--- config.mk ---
export PLATFORM = sky130hd
export DESIGN_NAME = modport_game
export DESIGN_NICKNAME = d
export VERILOG_FILES = /design/src/rtl/modport_game.sv
export SDC_FILE = /design/constraint.sdc
export NUM_CORES = 1
export LEC_CHECK = 0
export ABC_AREA = 1
export CAP_MARGIN = 30
export CORE_MARGIN = 8
export CORE_UTILIZATION = 46
export CTS_CLUSTER_SIZE = 16
export DETAILED_ROUTE_END_ITERATION = 8
export PLACE_DENSITY = 0.77
export SLEW_MARGIN = 30
export SYNTH_ARGS = -nofsm -noshare
export SYNTH_HDL_FRONTEND = slang
export SYNTH_SLANG_ARGS = --single-unit
--- constraint.sdc ---
create_clock -name clk -period 1.75 [get_ports clk]
set_input_delay 0.175 -clock clk [delete_from_list [all_inputs] [get_ports clk]]
set_output_delay 0.175 -clock clk [all_outputs]
set_load 0.1 [all_outputs]
--- src/rtl/modport_game.sv ---
// modport_game: SIZE-bit up/down counter game that scores wins at all-ones and losses at zero.
// Optional macro MODPORT_GAME_AUTOCLR_EN: clear all game state one cycle after GAMEOVER.

module modport_game_cont (
    input  logic clk,
    input  logic rst_n,
    input  logic gameover,
    output logic run_cnt,
    output logic run_score,
    output logic clr_reset,
    output logic hold
);
    logic [1:0] sync_q;
    logic [1:0] sync_d;

    always_comb begin
        sync_d = {sync_q[0], 1'b1};
    end

    always_ff @(posedge clk or negedge rst_n) begin
        if (!rst_n) begin
            sync_q <= '0;
        end else begin
            sync_q <= sync_d;
        end
    end

    // The counter may move on the edge that fills the second stage, so play starts
    // on the second edge after release; scoring waits for the fully settled stage.
    assign run_cnt   = sync_q[0];
    assign run_score = sync_q[1];

`ifdef MODPORT_GAME_AUTOCLR_EN
    assign clr_reset = gameover;
    assign hold      = 1'b0;
`else
    assign clr_reset = 1'b0;
    assign hold      = gameover;
`endif
endmodule

module modport_game_counter #(
    parameter int SIZE = 4
) (
    input  logic            clk,
    input  logic            rst_n,
    input  logic            clr,
    input  logic            en,
    input  logic [1:0]      control,
    input  logic [SIZE-1:0] init_l,
    input  logic            init_c,
    output logic [SIZE-1:0] count,
    output logic [SIZE-1:0] direction,
    output logic            stepped
);
    logic [SIZE-1:0] count_q, count_d;
    logic [SIZE-1:0] dir_q, dir_d;
    logic            stepped_q, stepped_d;
    logic [SIZE-1:0] step;

    always_comb begin
        unique case (control)
            2'b00:   step = SIZE'(1);
            2'b01:   step = SIZE'(2);
            2'b10:   step = '1;
            default: step = ~SIZE'(1);
        endcase
    end

    always_comb begin
        count_d   = count_q;
        dir_d     = dir_q;
        stepped_d = stepped_q;
        if (clr) begin
            count_d   = '0;
            dir_d     = '0;
            stepped_d = 1'b0;
        end else if (en) begin
            if (init_c) begin
                count_d   = init_l;
                dir_d     = '0;
                stepped_d = 1'b0;
            end else begin
                count_d   = count_q + step;
                dir_d     = step;
                stepped_d = 1'b1;
            end
        end
    end

    always_ff @(posedge clk or negedge rst_n) begin
        if (!rst_n) begin
            count_q   <= '0;
            dir_q     <= '0;
            stepped_q <= 1'b0;
        end else begin
            count_q   <= count_d;
            dir_q     <= dir_d;
            stepped_q <= stepped_d;
        end
    end

    assign count     = count_q;
    assign direction = dir_q;
    assign stepped   = stepped_q;
endmodule

module modport_game_win_lose #(
    parameter int SIZE = 4
) (
    input  logic            clk,
    input  logic            rst_n,
    input  logic            clr,
    input  logic            en,
    input  logic            stepped,
    input  logic [SIZE-1:0] count,
    output logic            winner,
    output logic            loser
);
    logic winner_q, winner_d;
    logic loser_q, loser_d;

    // Only a real count step can score, so loads and reset never pulse.
    always_comb begin
        winner_d = winner_q;
        loser_d  = loser_q;
        if (clr) begin
            winner_d = 1'b0;
            loser_d  = 1'b0;
        end else if (en) begin
            winner_d = stepped && (count == '1);
            loser_d  = stepped && (count == '0);
        end
    end

    always_ff @(posedge clk or negedge rst_n) begin
        if (!rst_n) begin
            winner_q <= 1'b0;
            loser_q  <= 1'b0;
        end else begin
            winner_q <= winner_d;
            loser_q  <= loser_d;
        end
    end

    assign winner = winner_q;
    assign loser  = loser_q;
endmodule

module modport_game_count_signal #(
    parameter int MAX_SCORE = 4
) (
    input  logic                 clk,
    input  logic                 rst_n,
    input  logic                 clr,
    input  logic                 en,
    input  logic                 winner,
    input  logic                 loser,
    output logic [MAX_SCORE-1:0] w_count,
    output logic [MAX_SCORE-1:0] l_count
);
    logic [MAX_SCORE-1:0] w_q, w_d;
    logic [MAX_SCORE-1:0] l_q, l_d;

    always_comb begin
        w_d = w_q;
        l_d = l_q;
        if (clr) begin
            w_d = '0;
            l_d = '0;
        end else if (en) begin
            if (winner && (w_q != '1)) begin
                w_d = w_q + MAX_SCORE'(1);
            end
            if (loser && (l_q != '1)) begin
                l_d = l_q + MAX_SCORE'(1);
            end
        end
    end

    always_ff @(posedge clk or negedge rst_n) begin
        if (!rst_n) begin
            w_q <= '0;
            l_q <= '0;
        end else begin
            w_q <= w_d;
            l_q <= l_d;
        end
    end

    assign w_count = w_q;
    assign l_count = l_q;
endmodule

module modport_game_state #(
    parameter int MAX_SCORE = 4
) (
    input  logic                 clk,
    input  logic                 rst_n,
    input  logic                 clr,
    input  logic [MAX_SCORE-1:0] w_count,
    input  logic [MAX_SCORE-1:0] l_count,
    output logic                 gameover,
    output logic [1:0]           who
);
    logic       gameover_q, gameover_d;
    logic [1:0] who_q, who_d;

    // Saturated tallies stay put while frozen, so this holds GAMEOVER without extra state.
    always_comb begin
        gameover_d = 1'b0;
        who_d      = 2'b00;
        if (!clr) begin
            if (w_count == '1) begin
                gameover_d = 1'b1;
                who_d      = 2'b01;
            end else if (l_count == '1) begin
                gameover_d = 1'b1;
                who_d      = 2'b10;
            end
        end
    end

    always_ff @(posedge clk or negedge rst_n) begin
        if (!rst_n) begin
            gameover_q <= 1'b0;
            who_q      <= 2'b00;
        end else begin
            gameover_q <= gameover_d;
            who_q      <= who_d;
        end
    end

    assign gameover = gameover_q;
    assign who      = who_q;
endmodule

module modport_game #(
    parameter int SIZE      = 4,
    parameter int MAX_SCORE = 4
) (
    input  logic                 clk,
    input  logic                 reset,
    input  logic [1:0]           control,
    input  logic [SIZE-1:0]      INIT_l,
    input  logic                 INIT_c,
    output logic [SIZE-1:0]      count,
    output logic [SIZE-1:0]      direction,
    output logic                 WINNER,
    output logic                 LOSER,
    output logic [MAX_SCORE-1:0] w_count,
    output logic [MAX_SCORE-1:0] l_count,
    output logic                 GAMEOVER,
    output logic [1:0]           WHO
);
    logic run_cnt;
    logic run_score;
    logic clr_reset;
    logic hold;
    logic stepped;

    modport_game_cont u_cont (
        .clk       (clk),
        .rst_n     (reset),
        .gameover  (GAMEOVER),
        .run_cnt   (run_cnt),
        .run_score (run_score),
        .clr_reset (clr_reset),
        .hold      (hold)
    );

    modport_game_counter #(.SIZE(SIZE)) u_counter (
        .clk       (clk),
        .rst_n     (reset),
        .clr       (clr_reset),
        .en        (run_cnt && !hold),
        .control   (control),
        .init_l    (INIT_l),
        .init_c    (INIT_c),
        .count     (count),
        .direction (direction),
        .stepped   (stepped)
    );

    modport_game_win_lose #(.SIZE(SIZE)) u_win_lose (
        .clk     (clk),
        .rst_n   (reset),
        .clr     (clr_reset),
        .en      (!hold),
        .stepped (stepped),
        .count   (count),
        .winner  (WINNER),
        .loser   (LOSER)
    );

    modport_game_count_signal #(.MAX_SCORE(MAX_SCORE)) u_count_signal (
        .clk     (clk),
        .rst_n   (reset),
        .clr     (clr_reset),
        .en      (run_score && !hold),
        .winner  (WINNER),
        .loser   (LOSER),
        .w_count (w_count),
        .l_count (l_count)
    );

    modport_game_state #(.MAX_SCORE(MAX_SCORE)) u_game_state (
        .clk      (clk),
        .rst_n    (reset),
        .clr      (clr_reset),
        .w_count  (w_count),
        .l_count  (l_count),
        .gameover (GAMEOVER),
        .who      (WHO)
    );
endmodule

==> results of run 1 <==
[cell usage in the layout, fill, tap and decap left out, drive strengths merged]
cell type      instances
clkbuf                 4
o31ai                  1
nand2                 26
nand3                  8
buf                   22
xnor2                  4
conb                   1
or2                    1
o21ai                  7
dfrtp                 23
nor2                   9
ha                     5
a21oi                  6
a22oi                  1
clkdlybuf4s50          8
inv                   13
xor2                   2
fa                     1
nand4                  4
[flip-flops by register name, summed over array words and instances, names as in the netlist]
name and count:
u_count_signal.l_count 4, u_game_state.who 2, u_win_lose.loser 1, u_counter.direction 3, u_cont.sync_q 2, u_win_lose.winner 1
u_count_signal.w_count 4, u_game_state.gameover 1, u_counter.stepped 1, u_counter.count 4
[kinds of logic after synthesis]
group           Yosys count  synth area share
flops                    23            0.5300
buf+inv                  14           0.05185
other cells               1          0.003453
simple gates             48            0.2166
fa+ha+maj                 6           0.07604
compound gates           15           0.07374
xor+xnor                  6           0.04839
[power groups by stage]
stage / Sequential (W) / Clock, W / Combinational (W)
after detailed placement: 0.000704 / 0 / 0.000831
after CTS: 0.000693 / 0.000245 / 0.000832
after global placement: 0.000699 / 0 / 0.000819
after global routing: 0.000703 / 0.000264 / 0.000867
after floorplan: 0.00115 / 0 / 0.000169
final: 0.000693 / 0.000234 / 0.000824
[worst paths after layout]
| kind | endpoint | slack, ps | cells after the start |
|---|---|---|---|
| setup / recovery | u_counter.count[2]$_DFFE_PN0P_ | 240 | 5 |
| hold / removal | u_count_signal.w_count[1]$_DFFE_PN0P_ | 210 | 2 |
| setup reg to reg | u_counter.count[2]$_DFFE_PN0P_ | 240 | 5 |
| hold reg to reg | u_cont.sync_q[1]$_DFF_PN0_ | 450 | 0 |
| max in group asynchronous | u_count_signal.l_count[1]$_DFFE_PN0P_ | 1290 | 2 |
| min in group clk | u_counter.count[1]$_DFFE_PN0P_ | 420 | 3 |
[metal layers]
layer	share of wire	GRT usage	vias up
met5	0	0	-
li1	-	-	432
met2	0.50	0.1851	24
met3	0.068	0.03608	2
met4	0.0018	0.04087	0
met1	0.43	0.1224	418
[stage by stage]
step | total power, W | TNS [ps] | util
after detailed placement | 0.001535 | -1.336 | 0.6403
after CTS | 0.001770 | 0 | 0.6521
final | 0.001751 | 0 | 0.6521
after floorplan | 0.001317 | 0 | -
after global routing | 0.001833 | 0 | 0.6521
after global placement | 0.001517 | 0 | 0.6403
[layout make-up]
cell class	count	area, um2
fillers	191	777.0
flip-flops and latches	23	584.3
multi-input cells	76	454.2
repair buffers	30	307.8
inverters	13	48.80
well taps	28	35.03
clock buffers	4	26.28
==> metrics.md, run 1 <==
| Metric | Value |
|---|---|
| Status | finished clean |
| Crit path buffers/inverters | 0 |
| Crit-path max FO | 5 |
| Final ANT Viol Nets | 0 |
| Cell Area, Synth | 1086 um2 |
| Global-route wire length before repair | 3.732 mm |
| Clock Root Buffer | clkbuf_4 |
| Critical Path Sink Type | flop |
| Yosys top cell area share | 0.5300 |
| Startpoint Class | flop |
| Yosys warns | 0 |
| Antenna Cells | 0 |
| Clk pwr share | 0.134 |
| Worst-skew pair later-pin latency | 300 ps |
| Setup CP Type | reg -> reg |
| Max Transition Viols Final | 0 |
| Logic pwr share | 0.470 |
| Synth area leaders | dfrtp_1 53%, nand2_1 8.3%, ha_1 5.8%, inv_1 3.8%, o21ai_0 3.2% |
| Synth Net Count | 128 |
| P_int | 0.0008954 W |
| Die area | 4172 um2 |
| Post-DR wirelength/cell | 12.53 um |
| CTS Buf Count | 3 |
| CP top delay family | adder cells |
| Worst Skew | 0.4889 ps |
| Register area share after synthesis | 0.5300 |
| Via density per instance | 5.034 |
| Initial antenna violation count | 0 |
| Post-synth top flop | dfrtp_1 |
| Die Wd | 64.59 um |
| Post-synthesis cell type count | 23 |
| Worst vdd ir | 0.8431 mV |
| PwrDens | 1203 nW/um2 |
| Die Height | 64.59 um |
| Placed insts | 170 |
| Fin worst setup slack | 239.6 ps |
| Vias in the first global route | 906 |
| CTS Sinks | 23 |
| Global-route usage over all layers | 0.1083 |
| Final hold violation count | 0 |
| Pleak | 0.7275 nW |
| Core area | 2233 um2 |
| Routed vias | 876 |
| Switching share of power | 0.4888 |
| Max-cap viol count | 0 |
| Non-Filler Instances | 174 |
| Count leader, synth | nand2_1 |
| GRT overflow | 0 |
| R2r startpoint | u_counter.count[0]$_DFFE_PN0P_ |
| Post-CTS Setup Inserts | 0 |
| Hold Path Class | in -> async |
| HPWL Detailed | 1.802 mm |
| CP Cell Sequence | ha_1 > fa_1 > a21oi_1 > o21ai_0 > a22oi_1 |
| Placer Congestion | 0.7634 |
| Data required, critical path | 1970 ps |
| Period utilization | 0.8631 |
| Min Tclk post-route | 1510 ps |
| Area Overhead vs Synth | 34.10% |
| Net Sw Power | 0.0008560 W |
| Synth top cells by count | 24 x nand2_1, 23 x dfrtp_1, 11 x inv_1, 7 x o21ai_0 |
| CTS clk-pin slew, worst paths | 120 ps |
| Worst path slowest cell | dfrtp_2 |
| Arr. time, crit path | 1730 ps |
| Fmax | 662.1 MHz |
| EDFF count, synth | 0 |
| RSZ-0062 raised after global routing | false |
| H-tree depth | 1 |
| CTS tree | built |
| Num rows | 17 |
| Detailed Route Iter0 Violations | 17 |
| Hold slack | 213.9 ps |
| Setup crit start | u_counter.count[0]$_DFFE_PN0P_ |
| CP max stage delay | 460 ps |
| Hold-fix buffers, CTS | 0 |
| CTS Buffer Depth | 2 |
| IO Pins | 30 |
| Largest net degree at the start of global routing | 24 |
| Fin nets | 162 |
| DRC | 0 |
| Synth Instances | 113 |
| Share of flip-flops with an asynchronous set or reset | 1.000 |
| Placed cell area | 1430 um2 |
| PostCTS Resize Cnt | 0 |
| DRT Pass-1 Iters | 3 |
| Final wirelength | 2.180 mm |
| Final Setup Violations | 0 |
| Pre-CTS setup slack | -1.336 ps |
| Starting Density | 0.4863 |
| Buffers on Ports | 29 |
| Yosys top cell by area | dfrtp_1 |
| Design Area, Final | 1456 um2 |
| Sequential power share | 0.396 |
| Layout cells sized above 1 | 0.2877 |
| Avg Inst Size Synth | 9.611 um2 |
| Flops & latches, synth | 23 |
Note: power is estimated with default switching activity, not from simulation.
==> run 2: changes to the inputs <==
--- a/config.mk
+++ b/config.mk
@@ -8,11 +8,14 @@
 export ABC_AREA = 1
 export CAP_MARGIN = 30
 export CORE_MARGIN = 8
-export CORE_UTILIZATION = 46
+export CORE_UTILIZATION = 61
+export CTS_CLUSTER_DIAMETER = 60
 export CTS_CLUSTER_SIZE = 16
 export DETAILED_ROUTE_END_ITERATION = 8
+export DONT_BUFFER_PORTS = 1
 export PLACE_DENSITY = 0.77
 export SLEW_MARGIN = 30
 export SYNTH_ARGS = -nofsm -noshare
 export SYNTH_HDL_FRONTEND = slang
+export SYNTH_HIERARCHICAL = 1
 export SYNTH_SLANG_ARGS = --single-unit
==> metrics.md, run 2 <==
| Metric | Value |
|---|---|
| Hold Path Class | in -> reg |
| Synth Net Count | 188 (+47%) |
| Yosys top cell by area | dfrtp_1 |
| Register area share after synthesis | 0.4444 (-0.08551) |
| P_int | 0.0006917 W (-23%) |
| CTS tree | built |
| GRT overflow | 0 (unchanged) |
| CTS Buffer Depth | 2 (unchanged) |
| IO Pins | 30 (unchanged) |
| CTS clk-pin slew, worst paths | 130 ps (about the same) |
| Largest net degree at the start of global routing | 24 (unchanged) |
| Clock Root Buffer | clkbuf_4 |
| Final Setup Violations | 0 (unchanged) |
| R2R setup slack | 250 ps (about the same) |
| Max-cap viol count | 0 (unchanged) |
| Switching share of power | 0.3350 (-0.1538) |
| HPWL Detailed | 2.111 mm (+17%) |
| Post-synth top flop | dfrtp_1 |
| Post-synthesis cell type count | 21 (-8.7%) |
| Most common cell after layout, fill and taps aside | nand2_1 |
| Buffers on Ports | 0 (-100%) |
| Crit-path max FO | 2 (-3) |
| Placer Congestion | 0.8803 (+15%) |
| Sequential power share | 0.539 (+0.143) |
| Vias in the first global route | 1143 (+26%) |
| Worst-skew pair later-pin latency | 310 ps (about the same) |
| Synth top cells by count | 52 x nand2_1, 30 x nor2_1, 23 x dfrtp_1, 17 x inv_1, 7 x nand3_1 |
| Num rows | 16 (-1) |
| Flops & latches, synth | 23 (unchanged) |
| Least-Margin Pin Slew | 510.9 ps |
| Net Sw Power | 0.0003484 W (-59%) |
| RSZ-0062 raised after global routing | false |
| Final wirelength | 2.769 mm (+27%) |
| Initial antenna violation count | 0 (unchanged) |
| Area Overhead vs Synth | 18.74% |
| Period utilization | 0.8568 (-0.006310) |
| Clk pwr share | 0.237 (+0.103) |
| Die Height | 62.08 um (-3.9%) |
| Count leader, synth | nand2_1 |
| CP Cell Sequence | ha_1 > fa_1 > nor2_1 > o31ai_2 |
| Crit path buffers/inverters | 0 (unchanged) |
| Cell Area, Synth | 1295 um2 (+19%) |
| Fmax | 667.0 MHz (+0.74%) |
| Worst path slowest cell | fa_1 |
| Detailed Route Iter0 Violations | 47 (+30) |
| Met2 Use GR | 0.3112 (+0.1261) |
| Yosys top cell area share | 0.4444 (-0.08551) |
| Max Transition Viols Final | 0 (unchanged) |
| CTS Buf Count | 3 (unchanged) |
| Die area | 3853 um2 (-7.6%) |
| Global-route wire length before repair | 4.857 mm (+30%) |
| Core area | 1982 um2 (-11%) |
| DRC | 0 (unchanged) |
| Share of flip-flops with an asynchronous set or reset | 1.000 (unchanged) |
| Min Tclk post-route | 1499 ps (-11.04 ps) |
| CP max stage delay | 490 ps (+30 ps) |
| CTS Sinks | 23 (unchanged) |
| CP top delay family | adder cells |
| Logic pwr share | 0.223 (-0.247) |
| Avg Inst Size Synth | 7.486 um2 (-22%) |
| Status | finished clean |
| PwrDens | 676.4 nW/um2 (-44%) |
| Slew headroom | 0.6594 |
| Starting Density | 0.6534 (+0.1671) |
| Grt met1 use | 0.1828 (+0.06039) |
| Worst vdd ir | 0.4455 mV (-47%) |
| Data required, critical path | 1980 ps (about the same) |
| Top Usage Layer GRT | met2 |
| DRT Pass-1 Iters | 4 (+1) |
| Antenna Cells | 0 (unchanged) |
| Post-DR wirelength/cell | 12.36 um (-1.3%) |
| Post-layout util | 0.7759 (+0.1238) |
| Global-route usage over all layers | 0.1680 (+0.05967) |
| Die Wd | 62.08 um (-3.9%) |
| Layout cells sized above 1 | 0.2589 (-0.02879) |
| Critical Path Sink Type | flop |
| Synth area leaders | dfrtp_1 44%, nand2_1 15%, nor2_1 8.7%, inv_1 4.9%, ha_1 4.8% |
| TNS Setup | 0 ps (unchanged) |
| Pleak | 0.7967 nW (+9.5%) |
| Synth Instances | 173 (+53%) |
| GR met3 Demand/Resource | 0.03086 (-0.005218) |
| Setup CP Type | reg -> reg |
| Via density per instance | 4.951 (-1.7%) |
| Final ANT Viol Nets | 0 (unchanged) |
| Startpoint Class | flop |
| Yosys warns | 6 (+6) |
| H-tree depth | 1 (unchanged) |
| Arr. time, crit path | 1720 ps (about the same) |
| Worst Skew | 2.068 ps (+1.579 ps) |
| Routed vias | 1109 (+27%) |
| Fin nets | 213 (+31%) |
| EDFF count, synth | 0 (unchanged) |
| Commonest non-fill, non-tap cells in the layout | 52 x nand2_1, 30 x nor2_1, 19 x buf_4, 17 x inv_1, 15 x dfrtp_1 |
| Final hold violation count | 0 (unchanged) |
-- run 2: per-stage QoR --
stage,instance area [um2],hold slack [ps],power (W),worst slack [ps],std cells
after floorplan,1304,-120.6,0.0007470,37.16,173
after global placement,1475,-119.9,0.0007801,347.9,216
after detailed placement,1475,-119.8,0.0007859,286.5,216
after CTS,1533,6.964,0.001052,257.3,223
after global routing,1538,6.987,0.001100,204.5,224
final,1538,14.53,0.001040,250.7,224
-- run 2: what timing repair did --
| item | CTS | global route |
|---|---|---|
| buffers inserted | 0 | 0 |
| hold buffers | 3 | 1 |
| resized for setup | 0 | 0 |
| endpoints found under the hold margin | 25 | 23 |
-- run 2: cells by family (layout without fill, tap and decap cells) --
kind of cell,after synthesis,count (layout),share of synthesized area
xor+xnor,1,1,0.006765
buf+inv,28,52,0.09081
simple gates,103,103,0.3382
compound gates,10,10,0.05024
flops,23,23,0.4444
other cells,2,2,0.005799
fa+ha+maj,6,6,0.06377
-- run 2: layout make-up --
class	instances	area [um2]
multi-input cells	122	601.8
well taps	27	33.78
flip-flops and latches	23	585.6
inverters	24	91.34
fillers	134	444.2
clock buffers	3	22.52
clock inverters	1	5.005
repair buffers	24	197.7
-- run 2: routing by layer --
metal  share of wire  vias up  wire length [um]
met5               0        -                 0
met2            0.52       32              1451
li1                -      572                 -
met1            0.39      503              1088
met3           0.079        2               219
met4          0.0036        0                10
-- run 2: power groups by stage --
stage	combinational, W	clock (W)	sequential (W)
floorplan	0.0000865	0	0.000660
global placement	0.000209	0	0.000571
detailed placement	0.000214	0	0.000572
CTS	0.000230	0.000260	0.000561
global route	0.000253	0.000283	0.000564
finish	0.000232	0.000247	0.000561
-- run 2: final timing paths --
kind,cells after the start,startpoint,endpoint
max in group asynchronous,2,reset,u_count_signal/w_count[1]$_DFFE_PN0P_
worst max register to register,4,u_counter/count[0]$_DFFE_PN0P_,u_counter/count[1]$_DFFE_PN0P_
worst min-delay path,2,INIT_c,u_counter/count[2]$_DFFE_PN0P_
min in group asynchronous,2,reset,u_count_signal/l_count[3]$_DFFE_PN0P_
worst max-delay path,4,u_counter/count[0]$_DFFE_PN0P_,u_counter/count[1]$_DFFE_PN0P_
worst min register to register,0,u_cont/sync_q[0]$_DFF_PN0_,u_cont/sync_q[1]$_DFF_PN0_
==> run 3: changes to the inputs <==
--- a/config.mk
+++ b/config.mk
@@ -8,12 +8,13 @@
 export ABC_AREA = 1
 export CAP_MARGIN = 30
 export CORE_MARGIN = 8
-export CORE_UTILIZATION = 61
+export CORE_UTILIZATION = 65
+export CTS_BUF_LIST = sky130_fd_sc_hd__clkbuf_4
 export CTS_CLUSTER_DIAMETER = 60
 export CTS_CLUSTER_SIZE = 16
 export DETAILED_ROUTE_END_ITERATION = 8
 export DONT_BUFFER_PORTS = 1
-export PLACE_DENSITY = 0.77
+export PLACE_DENSITY = 0.81
 export SLEW_MARGIN = 30
 export SYNTH_ARGS = -nofsm -noshare
 export SYNTH_HDL_FRONTEND = slang
==> metrics.md, run 3 (same netlist as run 2, synthesis figures left out) <==
| Metric | Value |
|---|---|
| Status | finished clean |
| Core area | 1922 um2 (-3.0%) |
| GRT overflow | 0 (unchanged) |
| Global-route usage over all layers | 0.1725 (+0.004475) |
| Clock Root Buffer | clkbuf_4 |
| CTS tree | built |
| Period utilization | 0.8524 (-0.004353) |
| Worst Skew | 12.94 ps (+10.87 ps) |
| Startpoint Class | flop |
| Final ANT Viol Nets | 0 (unchanged) |
| PostCTS Resize Cnt | 0 (unchanged) |
| Fin nets | 212 (-0.47%) |
| Hold Path Class | in -> reg |
| Final hold violation count | 0 (unchanged) |
| RSZ-0062 raised after global routing | false |
| Clk pwr share | 0.249 (+0.012) |
| Post-DR wirelength/cell | 13.56 um (+9.7%) |
| Final Setup Violations | 0 (unchanged) |
| Die Wd | 60.64 um (-2.3%) |
| Die area | 3677 um2 (-4.6%) |
| Pleak | 0.7959 nW (-0.10%) |
| Net Sw Power | 0.0003496 W (+0.35%) |
| Crit-path max FO | 2 (unchanged) |
| PwrDens | 686.6 nW/um2 (+1.5%) |
| Antenna Cells | 0 (unchanged) |
| Critical Path Sink Type | flop |
| Max-cap viol count | 0 (unchanged) |
| Most common cell after layout, fill and taps aside | nand2_1 |
| Max Transition Viols Final | 0 (unchanged) |
| HPWL Detailed | 2.329 mm (+10%) |
| Worst vdd ir | 0.6534 mV (+47%) |
| Buffers on Ports | 0 (unchanged) |
| P_int | 0.0007096 W (+2.6%) |
| Data required, critical path | 1980 ps (about the same) |
| Hold slack | 21.33 ps (+6.795 ps) |
| DRT Pass-1 Iters | 4 (unchanged) |
| Switching share of power | 0.3301 (-0.004892) |
| IO Pins | 30 (unchanged) |
| Die Height | 60.64 um (-2.3%) |
| Fmax | 670.4 MHz (+0.51%) |
| Layout cells sized above 1 | 0.2602 (+0.001321) |
| Worst-skew pair later-pin latency | 310 ps (about the same) |
| Largest net degree at the start of global routing | 24 (unchanged) |
| CTS clk-pin slew, worst paths | 130 ps (about the same) |
| Vias in the first global route | 1167 (+2.1%) |
| Routed vias | 1173 (+5.8%) |
| Starting Density | 0.6738 (+0.02042) |
| Min Tclk post-route | 1492 ps (-7.618 ps) |
| Arr. time, crit path | 1720 ps (about the same) |
| Detailed Route Iter0 Violations | 31 (-34%) |
| R2R setup slack | 260 ps (about the same) |
| Num rows | 16 (unchanged) |
| Area Overhead vs Synth | 19.13% |
| Setup CP Type | reg -> reg |
| CTS Sinks | 23 (unchanged) |
| Commonest non-fill, non-tap cells in the layout | 52 x nand2_1, 30 x nor2_1, 18 x buf_4, 17 x inv_1, 15 x dfrtp_1 |
| Placer Congestion | 0.8487 (-3.6%) |
| Initial antenna violation count | 0 (unchanged) |
| Logic pwr share | 0.221 (-0.002) |
| CTS Buffer Depth | 2 (unchanged) |
| DRC | 0 (unchanged) |
| Via density per instance | 5.260 (+6.2%) |
| H-tree depth | 1 (unchanged) |
| TNS Setup | 0 ps (unchanged) |
| Slew headroom | 0.6577 (-0.001731) |
| CTS Buf Count | 3 (unchanged) |
| Sequential power share | 0.530 (-0.009) |
| Final wirelength | 3.024 mm (+9.2%) |
| Least-Margin Pin Slew | 513.5 ps (+2.596 ps) |
| Global-route wire length before repair | 4.857 mm (unchanged) |
-- run 3: through the flow --
step,power (W),area (um2),cells,utilization,setup WS (ps)
after floorplan,0.0007470,1304,173,-,37.16
after global placement,0.0007801,1488,216,0.7741,348.2
after detailed placement,0.0007899,1488,216,0.7741,285.9
after CTS,0.001061,1538,222,0.8001,245.1
after global routing,0.001103,1543,223,0.8027,204.9
final,0.001059,1543,223,0.8027,258.3
-- run 3: cell type report --
cell class	count	area (um2)
Clock buffer	4	30.03
Inverter	24	91.34
Timing Repair Buffer	23	200.2
Tap cell	27	33.78
Sequential cell	23	585.6
Fill cell	140	379.1
Multi-Input combinational cell	122	601.8
-- run 3: worst max-delay path, stage by stage, from the launching register on --
cell and delay [ps]:
dfrtp_2 430, ha_1 210, fa_1 490, nor2_1 50, o31ai_2 230
-- run 3: path summary, 6_finish.rpt --
check / to / from / cells past startpoint
min: u_counter/count[2]$_DFFE_PN0P_ / INIT_c / 2
max in group asynchronous: u_count_signal/w_count[0]$_DFFE_PN0P_ / reset / 2
max: u_counter/count[1]$_DFFE_PN0P_ / u_counter/count[0]$_DFFE_PN0P_ / 4
max reg2reg: u_counter/count[1]$_DFFE_PN0P_ / u_counter/count[0]$_DFFE_PN0P_ / 4
min reg2reg: u_cont/sync_q[1]$_DFF_PN0_ / u_cont/sync_q[0]$_DFF_PN0_ / 0
min in group asynchronous: u_game_state/gameover$_DFF_PN0_ / reset / 2
-- run 3: routing by layer --
| metal | share of wire | wire length [um] | global-route usage | vias to the layer above |
|---|---|---|---|---|
| li1 | - | - | - | 572 |
| met1 | 0.40 | 1220 | 0.1772 | 560 |
| met2 | 0.52 | 1559 | 0.3273 | 35 |
| met3 | 0.063 | 190 | 0.04237 | 6 |
| met4 | 0.018 | 54 | 0.05980 | 0 |
| met5 | 0 | 0 | 0 | - |
-- run 3: repair_timing --
item | CTS | global route
setup buffers | 0 | 0
setup endpoints to repair | 0 | 0
hold endpoints to repair | 24 | 23
hold buffers | 2 | 1
-- run 3: power groups by stage --
stage               clock (W)  sequential (W)  combinational (W)
CTS                  0.000266        0.000562           0.000233
floorplan                   0        0.000660          0.0000865
global placement            0        0.000571           0.000209
detailed placement          0        0.000572           0.000218
finish               0.000263        0.000561           0.000234
global route         0.000288        0.000564           0.000251
